**src/rtl/prio_enc_pkg.sv**
```systemverilog
// Shared helpers for the priority encoder: encoded-index width and the
// reset / fixed-mode value of the search start pointer.
package prio_enc_pkg;

  function automatic int idx_w(input int n);
    return (n > 2) ? $clog2(n) : 1;
  endfunction

  function automatic int ptr_rst(input int n);
    return n - 1;
  endfunction

endpackage

```
**src/rtl/prio_encode_q_pick.sv**
```systemverilog
// Combinational picker: first set bit of i_vec searching downward from
// i_start, wrapping from 0 to N-1.
module prio_pick
  import prio_enc_pkg::*;
#(
  parameter  int N = 4,
  localparam int W = idx_w(N)
) (
  input  logic [N-1:0] i_vec,
  input  logic [W-1:0] i_start,
  output logic         o_found,
  output logic [W-1:0] o_index
);

  // Walk offsets from farthest to nearest so the bit closest to i_start
  // (highest priority) is the last to write o_index.
  always_comb begin
    int p;
    p       = 0;
    o_found = 1'b0;
    o_index = '0;
    for (int j = N - 1; j >= 0; j--) begin
      p = int'(i_start) - j;
      if (p < 0) p = p + N;
      if (i_vec[p[W-1:0]]) begin
        o_found = 1'b1;
        o_index = p[W-1:0];
      end
    end
  end

endmodule

```
**src/rtl/prio_encode_q.sv**
```systemverilog
// Sticky-request priority encoder with a registered ready/valid output.
// Define PRIO_ENCODE_RR_EN for round-robin priority; default is fixed (MSB wins).
module prio_encode_q
  import prio_enc_pkg::*;
#(
  parameter  int N = 4,
  localparam int W = idx_w(N)
) (
  input  logic         clk,
  input  logic         rst,
  input  logic         en,
  input  logic [N-1:0] req_in,
  input  logic         out_ready,
  output logic         out_valid,
  output logic [W-1:0] out_code,
  output logic [N-1:0] pending
);

  logic [N-1:0] r_pending;
  logic         r_valid;
  logic [W-1:0] r_code;

  logic [W-1:0] w_start;
  logic         w_found;
  logic [W-1:0] w_idx;
  logic         w_load;
  logic [N-1:0] w_clr;

`ifdef PRIO_ENCODE_RR_EN
  logic [W-1:0] r_ptr;

  assign w_start = r_ptr;

  always_ff @(posedge clk or posedge rst) begin
    if (rst)         r_ptr <= W'(ptr_rst(N));
    else if (w_load) r_ptr <= (w_idx == '0) ? W'(ptr_rst(N)) : w_idx - W'(1);
  end
`else
  assign w_start = W'(ptr_rst(N));
`endif

  prio_pick #(.N(N)) u_pick (
    .i_vec   (r_pending),
    .i_start (w_start),
    .o_found (w_found),
    .o_index (w_idx)
  );

  assign w_load = en && w_found && (!r_valid || out_ready);

  always_comb begin
    w_clr = '0;
    for (int i = 0; i < N; i++)
      w_clr[i] = w_load && (int'(w_idx) == i);
  end

  // Clear of the granted bit is applied before OR-ing req_in, so a
  // same-cycle re-assert keeps the bit pending as a fresh event.
  always_ff @(posedge clk or posedge rst) begin
    if (rst) begin
      r_pending <= '0;
      r_valid   <= 1'b0;
      r_code    <= '0;
    end else begin
      if (en) r_pending <= (r_pending & ~w_clr) | req_in;
      if (w_load) begin
        r_valid <= 1'b1;
        r_code  <= w_idx;
      end else if (r_valid && out_ready) begin
        r_valid <= 1'b0;
      end
    end
  end

  assign out_valid = r_valid;
  assign out_code  = r_code;
  assign pending   = r_pending;

endmodule
```
**config.mk**
```make
export PLATFORM = sky130hd
export DESIGN_NAME = prio_encode_q
export DESIGN_NICKNAME = d
export VERILOG_FILES = /design/src/rtl/prio_enc_pkg.sv /design/src/rtl/prio_encode_q_pick.sv /design/src/rtl/prio_encode_q.sv
export SDC_FILE = /design/constraint.sdc
export NUM_CORES = 1
export LEC_CHECK = 0
export CAP_MARGIN = 10
export CORE_AREA = 4 4 41 43
export DETAILED_ROUTE_END_ITERATION = 8
export DIE_AREA = 0 0 45 47
export GPL_TIMING_DRIVEN = 0
export PLACE_DENSITY = 0.6
export RECOVER_POWER = 25
export SYNTH_ARGS = -nofsm -noshare
export SYNTH_HDL_FRONTEND = slang
export SYNTH_SLANG_ARGS = --single-unit
```
**constraint.sdc**
```tcl
create_clock -name clk -period 1 [get_ports clk]
set_input_delay 0.2 -clock clk [delete_from_list [all_inputs] [get_ports clk]]
set_output_delay 0.2 -clock clk [all_outputs]
set_load 0.005 [all_outputs]
```
==> results by group, run 1 <==
Outcome
  – Outcome: finished, violations left
  – Failing checks: negative setup slack

Clock network
  – Hold buffers post-CTS: 0
  – CTS Buf Count: 3
  – CTS Buffer Depth: 2
  – Root buffer cell: clkbuf_4
  – Clock Latency Late Sink: 0.25 ns
  – Sink Count: 7
  – CTS tree: done
  – H-tree depth: 1
  – Worst-path clk slew: 0.05 ns

Run
  – Maxcap violations: 0

Timing
  – Slew Limit Fails: 0
  – Hold slack: 0.2029 ns
  – Max Clk Rate: 947.0 MHz
  – RSZ-0062 raised after global routing: yes
  – Total Negative Setup Slacks: -0.1761 ns
  – Final hold vios: 0
  – Final min period: 1.056 ns
  – Worst Slack Setup Final: -0.05596 ns
  – Finish-stage setup viols: 5
  – Tcrit/Tclk final: 1.056
  – Clk_skew: 0.001575 ns
  – Rel. slew slack: 0.8117
  – Slew @ Worst Pin: 0.2821 ns

Die
  – Initial core utilization: 0.2548
  – # IOs: 15
  – DIE AREA: 2115 µm²
  – Die W: 45 µm
  – Chip height: 47 µm
  – Core ar.: 1301 µm²
  – Rows: 13

Placement
  – Number of I/O port buffers: 13
  – RePlAce Congestion: 0.7869
  – DP Area: 480.5 µm²
  – DPL Wire Length: 601.6 µm

Pwr
  – Worst VDD drop: 660.0 µV
  – Final total power: 892.5 µW
  – Pleak: 0.2766 nW
  – Total power per unit cell area: 1471 nW/µm²

Global route
  – M2 GR Usage: 0.1780
  – First-pass GRT wire length: 1621 µm
  – Largest net degree at the start of global routing: 11
  – Gr busiest metal: met2
  – All-Layer GR Usage: 0.1098
  – Initial antenna violation count: 0
  – M3 GR Usage: 0.03065
  – GR Layer Usage met1: 0.1276
  – GRT overflow: 0
  – Number of global-route vias before repair: 389

Routing
  – Routed Antenna Nets: 0
  – Wire per inst: 14.25 µm
  – Vias: 329
  – DRT Wirelength: 983 µm
  – Vias per inst: 4.768
  – 1st-pass router iterations: 3
  – Iter 0 DRT Violations: 6
  – Number of remaining DRC errors: 0

Layout
  – Design area: 606.8 µm²
  – Commonest non-fill, non-tap cells in the layout: buf_6 (7), buf_2 (6), clkdlybuf4s50_1 (5), dfrtp_2 (4), buf_4 (4)
  – Area Overhead vs Synth: 83.02%
  – Fin nets: 63
  – Most common cell after layout, fill and taps aside: buf_6
  – Layout cell share with drive strength beyond 1: 0.5926
  – Antenna fix cells: 0
  – Final core utilization: 0.4663

Worst setup path
  – Worst Path Max Fanout: 4
  – Slowest stage cell, crit path: dfrtp_2
  – Cell family with most CP delay: flip-flops
  – Worst-path cell chain: buf_6, o41ai_4, nand2_1
  – CP Data Arrival Time: 1.19 ns
  – WP data required: 1.13 ns
  – Crit start category: register
  – Crit path buffers/inverters: 1
  – Crit end category: register
  – CP max stage delay: 0.41 ns
  – Crit path kind: reg -> reg

Logic synthesis
  – Instance count of the mapped netlist: 27
  – #FFs+latches synth: 7
  – Yosys Warn Count: 0
  – Register area share after synthesis: 0.5283
  – Yosys cell types: 15
  – Mean Syn Cell Area: 12.28 µm²
  – Mapped Nets: 35
  – Netlist Area Pre-Place: 331.6 µm²

Worst hold path
  – Worst hold path class: in -> reg
-- cell type report --
class / count / area (µm²)
Tap cell: 15 / 18.77
Sequential cell: 7 / 180.2
Multi-Input combinational cell: 17 / 170.2
Clock buffer: 4 / 26.28
Fill cell: 132 / 694.4
Timing Repair Buffer: 23 / 192.7
Buffer: 1 / 11.26
Inverter: 2 / 7.507
-- repair_timing --
action / CTS / global route
endpoints found under the setup margin: 10 / 10
buffers inserted: 8 / 2
pin swaps: 5 / 7
cloned: 0 / 0
gates resized for setup: 37 / 6
-- sequential cells by signal, indices dropped and copies added, names as in the netlist --
register,flops
out_valid,1
pending,4
out_code,2
-- stage by stage --
step,cells,setup slack [ns]
floorplan,27,0.05731
global placement,55,-0.2217
detailed placement,55,-0.2334
CTS,67,-0.06345
global route,69,-0.1065
finish,69,-0.05596
-- metal layers --
| layer | up-vias | part of all wire | routed length (µm) |
|---|---|---|---|
| met5 | - | 0 | 0 |
| met2 | 10 | 0.49 | 478 |
| met3 | 2 | 0.066 | 65 |
| li1 | 158 | - | - |
| met4 | 0 | 0.0041 | 4 |
| met1 | 159 | 0.44 | 434 |
-- tightest hold or removal path: cells and delay by family --
family | cells | cell delay (ns)
AO/OA/AOI/OAI | 1 | 0.05
buffers and inverters | 1 | 0.13
AND/OR/NAND/NOR | 1 | 0.04
-- final timing paths --
| check | startpoint | cells past startpoint | slack (ns) | end |
|---|---|---|---|---|
| max in group asynchronous | rst | 2 | 0.44 | pending[2] |
| hold reg to reg | out_code[0] | 1 | 0.48 | out_code[0] |
| min in group asynchronous | rst | 2 | 0.33 | out_valid |
| setup reg to reg | pending[1] | 3 | -0.06 | out_valid |
| setup / recovery | pending[1] | 3 | -0.06 | out_valid |
| hold / removal | en | 3 | 0.20 | out_valid |
-- cell usage after synthesis --
library cell / count / area share
o2bb2ai_1: 2 / 0.053
nand2b_4: 1 / 0.041
nand3_1: 1 / 0.015
a22o_2: 1 / 0.030
nor2_2: 1 / 0.019
nand2_1: 2 / 0.023
buf_6: 1 / 0.034
inv_1: 2 / 0.023
a21oi_1: 1 / 0.015
a21o_1: 1 / 0.023
nand3b_1: 1 / 0.023
a22o_1: 3 / 0.079
o41ai_2: 1 / 0.049
dfrtp_1: 7 / 0.53
o211ai_1: 2 / 0.045
-- kinds of logic after synthesis --
logic type | count (synthesis) | share of synthesized area
AND/OR/NAND/NOR | 6 | 0.1208
flip-flops | 7 | 0.5283
buffers and inverters | 3 | 0.05661
AO/OA/AOI/OAI | 11 | 0.2944
-- power by group --
group	internal, mW	total, mW	switching (mW)
clock	0.152	0.257	0.104
sequential	0.323	0.346	0.0222
combinational	0.169	0.291	0.122
total	0.644	0.893	0.248
Note: power is estimated with default switching activity, not from simulation.
==> run 2, diff against run 1 <==
- clock period: 1 -> 1.1 ns (I/O delays scaled with it)
==> run 2 against run 1 <==
Against the previous run: the run now ends clean; first-iteration DRC count fell by 50%; register-to-register slack improved by 0.08 ns; critical path depth down 2; clock-buffer cell count unchanged; hold slack better by 0.0081 ns; non-clock buffer count shrank 4; utilization is 2.4 points lower; die area did not move; final cell count down 5.8%; setup slack gained 0.082 ns; wire length down 5.5%; total power down 12%; critical path type is now reg -> out; largest power group unchanged.
==> results by group, run 2 (synthesis results as in run 1) <==
Outcome
  – Outcome: finished, final reports clean

Clock network
  – CTS tree: done
  – CTS Buffer Depth: 2
  – CTS Buf Count: 3
  – Clock Latency Late Sink: 0.25 ns
  – Root buffer cell: clkbuf_4
  – Sink Count: 7
  – Worst-path clk slew: 0.05 ns
  – H-tree depth: 1
  – Hold buffers post-CTS: 0

Die
  – Chip height: 47 µm
  – DIE AREA: 2115 µm²
  – # IOs: 15
  – Initial core utilization: 0.2548
  – Rows: 13
  – Die W: 45 µm
  – Core ar.: 1301 µm²

Worst setup path
  – Crit end category: output port
  – Crit path buffers/inverters: 1
  – CP max stage delay: 0.40 ns
  – Crit start category: register
  – Worst Path Max Fanout: 2
  – CP Data Arrival Time: 0.85 ns
  – Crit path kind: reg -> out
  – Slowest stage cell, crit path: dfrtp_2
  – Worst-path cell chain: clkdlybuf4s15_1
  – Cell family with most CP delay: flip-flops
  – WP data required: 0.88 ns

Layout
  – Antenna fix cells: 0
  – Filler cell count: 129
  – Layout cell share with drive strength beyond 1: 0.4200
  – Fin nets: 59
  – Multi-input gate area: 158.9 µm²
  – Area Overhead vs Synth: 73.58%
  – FF/Latch Area: 180.2 µm²
  – Commonest non-fill, non-tap cells in the layout: clkdlybuf4s50_1 (5), clkdlybuf4s15_1 (5), dfrtp_2 (4), buf_4 (4)
  – Largest register FFs: 4

Timing
  – Hold slack: 0.2109 ns
  – RSZ-0062 raised after global routing: yes
  – Clk_skew: 0.003080 ns
  – Rel. slew slack: 0.8121
  – Finish-stage setup viols: 0
  – Slew Limit Fails: 0
  – Tcrit/Tclk final: 0.9762
  – Slew @ Worst Pin: 0.2816 ns
  – Max Clk Rate: 931.3 MHz
  – Worst Slack Setup Final: 0.02622 ns
  – Final hold vios: 0
  – Total Negative Setup Slacks: 0 ns
  – Final min period: 1.074 ns

Global route
  – GRT overflow: 0
  – First-pass GRT wire length: 1531 µm
  – Initial antenna violation count: 0
  – Largest net degree at the start of global routing: 11
  – Number of global-route vias before repair: 361
  – All-Layer GR Usage: 0.1051

Run
  – Maxcap violations: 0

Routing
  – DRT Wirelength: 929 µm
  – 1st-pass router iterations: 4
  – Iter 0 DRT Violations: 3
  – Routed Antenna Nets: 0
  – Wire per inst: 14.29 µm
  – Vias per inst: 5.092
  – Vias: 331
  – Number of remaining DRC errors: 0

Pwr
  – Pleak: 0.2536 nW
  – Net switching power: 218.8 µW
  – Clock Power Share: 0.302
  – Switching part of the total power: 0.2781
  – Part of the power in registers: 0.399
  – Total power per unit cell area: 1367 nW/µm²
  – Final total power: 786.7 µW
  – Gate power share: 0.299
  – Cell-internal power: 567.9 µW
  – Worst VDD drop: 611.0 µV

Placement
  – Number of I/O port buffers: 13
  – Pre-CTS WS: -0.1534 ns
  – DPL Wire Length: 601.6 µm
  – RePlAce Congestion: 0.7869

Worst hold path
  – Worst hold path class: in -> reg
==> run 2: final cells by class <==
cell class | count | share of cell area
timing repair buffer | 19 | 0.3000
multi-input combinational | 17 | 0.2761
tap | 15 | 0.03261
buffer | 1 | 0.01957
sequential | 7 | 0.3130
clock buffer | 4 | 0.04565
inverter | 2 | 0.01304
==> run 2: worst register-to-register path, stage by stage, from the launching register on <==
cell and delay [ns]:
dfrtp_2 0.42, buf_6 0.14, o41ai_4 0.32, nand2_1 0.07
==> run 2: worst paths after layout <==
check	start	to	slack (ns)	cells after the start
min in group asynchronous	rst	out_valid	0.34	2
max	pending[2]	pending[2]	0.03	1
max in group asynchronous	rst	pending[3]	0.52	2
min reg2reg	out_code[0]	out_code[0]	0.49	1
max reg2reg	pending[1]	out_valid	0.03	3
min	en	out_valid	0.21	3
==> run 2: routing by layer <==
metal	vias to the layer above	wire length [µm]	global-route usage
li1	148	-	-
met1	165	423	0.1209
met2	13	422	0.1723
met3	5	60	0.02682
met4	0	22	0.07018
met5	-	0	0
==> run 2: stage by stage <==
step | instances | utilization | instance area [µm²]
after CTS | 64 | 0.4221 | 549.3
after detailed placement | 55 | 0.3692 | 480.5
after floorplan | 27 | - | 331.6
after global routing | 65 | 0.4423 | 575.6
final | 65 | 0.4423 | 575.6
after global placement | 55 | 0.3692 | 480.5
==> run 2: what timing repair did <==
item	in CTS	in global routing
buffers inserted	5	1
resized for setup	18	7
endpoints found under the setup margin	7	4
pin swaps	0	2
==> run 2: power by group through the flow <==
stage,clock network (mW),logic (mW),registers [mW]
final,0.237,0.235,0.314
after global placement,0,0.169,0.335
after CTS,0.240,0.211,0.311
after global routing,0.249,0.255,0.319
after floorplan,0,0.0677,0.333
after detailed placement,0,0.171,0.336
==> run 3, diff against run 2 <==
- clock period: 1.1 -> 1.11 ns (I/O delays scaled with it)
==> run 3 against run 2 <==
Against the previous run: utilization is 0.19 points higher; non-clock buffer count decreased by 1; clock-buffer cell count stayed put; die area unchanged; clock skew down 0.0018 ns; flip-flop and latch count is the same; via count decreased by 0.60%; critical endpoint is now pending[0]; highest routed layer unchanged.
==> results by group, run 3 (synthesis results as in run 1) <==
Timing
  – RSZ-0062 raised after global routing: no
  – Rel. slew slack: 0.8121
  – Slew @ Worst Pin: 0.2816 ns
  – Max Clk Rate: 915.3 MHz
  – Finish-stage setup viols: 0
  – Final hold vios: 0
  – Clk_skew: 0.001264 ns
  – Hold slack: 0.2221 ns
  – Final min period: 1.093 ns
  – Tcrit/Tclk final: 0.9843
  – Worst Slack Setup Final: 0.01744 ns
  – Total Negative Setup Slacks: 0 ns
  – Slew Limit Fails: 0

Clock network
  – Clock Latency Late Sink: 0.25 ns
  – CTS Buffer Depth: 2
  – Hold buffers post-CTS: 0
  – Sink Count: 7
  – Root buffer cell: clkbuf_4
  – H-tree depth: 1
  – CTS Buf Count: 3
  – CTS tree: done
  – Worst-path clk slew: 0.05 ns

Placement
  – Number of I/O port buffers: 13
  – DP Area: 480.5 µm²
  – RePlAce Congestion: 0.7869
  – DPL Wire Length: 601.6 µm
  – Placed cell count: 55
  – Pre-CTS WS: -0.1454 ns

Worst setup path
  – CP max stage delay: 0.41 ns
  – CP Data Arrival Time: 0.87 ns
  – Worst Path Max Fanout: 2
  – Crit path kind: reg -> out
  – Worst-path cell chain: clkdlybuf4s15_1
  – Cell family with most CP delay: flip-flops
  – Crit path buffers/inverters: 1
  – Crit end category: output port
  – Slowest stage cell, crit path: dfrtp_2
  – WP data required: 0.89 ns
  – Crit start category: register

Die
  – DIE AREA: 2115 µm²
  – Core ar.: 1301 µm²
  – Rows: 13
  – Die W: 45 µm
  – Chip height: 47 µm
  – Initial core utilization: 0.2548
  – # IOs: 15

Pwr
  – Total power per unit cell area: 1338 nW/µm²
  – Final total power: 773.3 µW
  – Worst VDD drop: 553.9 µV
  – Pleak: 0.2499 nW

Routing
  – 1st-pass router iterations: 4
  – Wire per inst: 14.17 µm
  – Vias per inst: 5.141
  – Routed Antenna Nets: 0
  – Vias: 329
  – Number of remaining DRC errors: 0
  – Iter 0 DRT Violations: 4
  – DRT Wirelength: 907 µm

Global route
  – First-pass GRT wire length: 1531 µm
  – Largest net degree at the start of global routing: 11
  – Initial antenna violation count: 0
  – All-Layer GR Usage: 0.1051
  – GRT overflow: 0
  – Number of global-route vias before repair: 361

Layout
  – Fin nets: 58
  – Most common cell after layout, fill and taps aside: clkdlybuf4s15_1
  – Final std cells w/o fill: 64
  – Final core utilization: 0.4442
  – Layout cell share with drive strength beyond 1: 0.3673
  – Antenna fix cells: 0
  – Design area: 578.1 µm²
  – Area Overhead vs Synth: 74.34%
  – Largest register FFs: 4
  – Commonest non-fill, non-tap cells in the layout: clkdlybuf4s15_1 (7), clkdlybuf4s50_1 (5), dfrtp_2 (4)
  – Filler cell count: 129

Outcome
  – Outcome: finished, final reports clean

Worst hold path
  – Worst hold path class: in -> reg

Run
  – Maxcap violations: 0
run 3: worst paths after layout:
path / startpoint / to / slack [ns] / cells after the start
max in group asynchronous: rst / pending[3] / 0.53 / 2
worst min-delay path: en / out_valid / 0.22 / 3
min in group asynchronous: rst / out_valid / 0.34 / 2
worst max-delay path: pending[0] / pending[0] / 0.02 / 1
worst min register to register: out_code[0] / out_code[0] / 0.48 / 1
worst max register to register: pending[3] / pending[1] / 0.05 / 4
run 3: power breakdown:
group          leakage (nW)  internal [mW]  switching [mW]  total (mW)
sequential           0.0727          0.291          0.0196       0.311
combinational         0.162          0.132          0.0965       0.229
clock                0.0150          0.137          0.0966       0.234
run 3: layer usage:
layer,vias to the layer above,global-route usage,share of wire
met5,-,0,0
met4,0,0.07018,0.0044
met3,2,0.02682,0.066
met2,16,0.1723,0.45
met1,164,0.1209,0.48
li1,147,-,-
run 3: what timing repair did:
action / CTS / global route
setup buffers: 5 / 0
pin swaps: 0 / 1
gates cloned: 0 / 0
resized for setup: 16 / 7
setup endpoints to repair: 7 / 5
endpoints found under the hold margin: 0 / 0
run 3: cell type report:
cell class | instances | area, µm² | share of cell area
Sequential cell | 7 | 180.2 | 0.3117
Timing Repair Buffer | 18 | 175.2 | 0.3030
Tap cell | 15 | 18.77 | 0.03247
Buffer | 1 | 11.26 | 0.01948
Multi-Input combinational cell | 17 | 158.9 | 0.2749
Clock buffer | 4 | 26.28 | 0.04545
Inverter | 2 | 7.507 | 0.01299
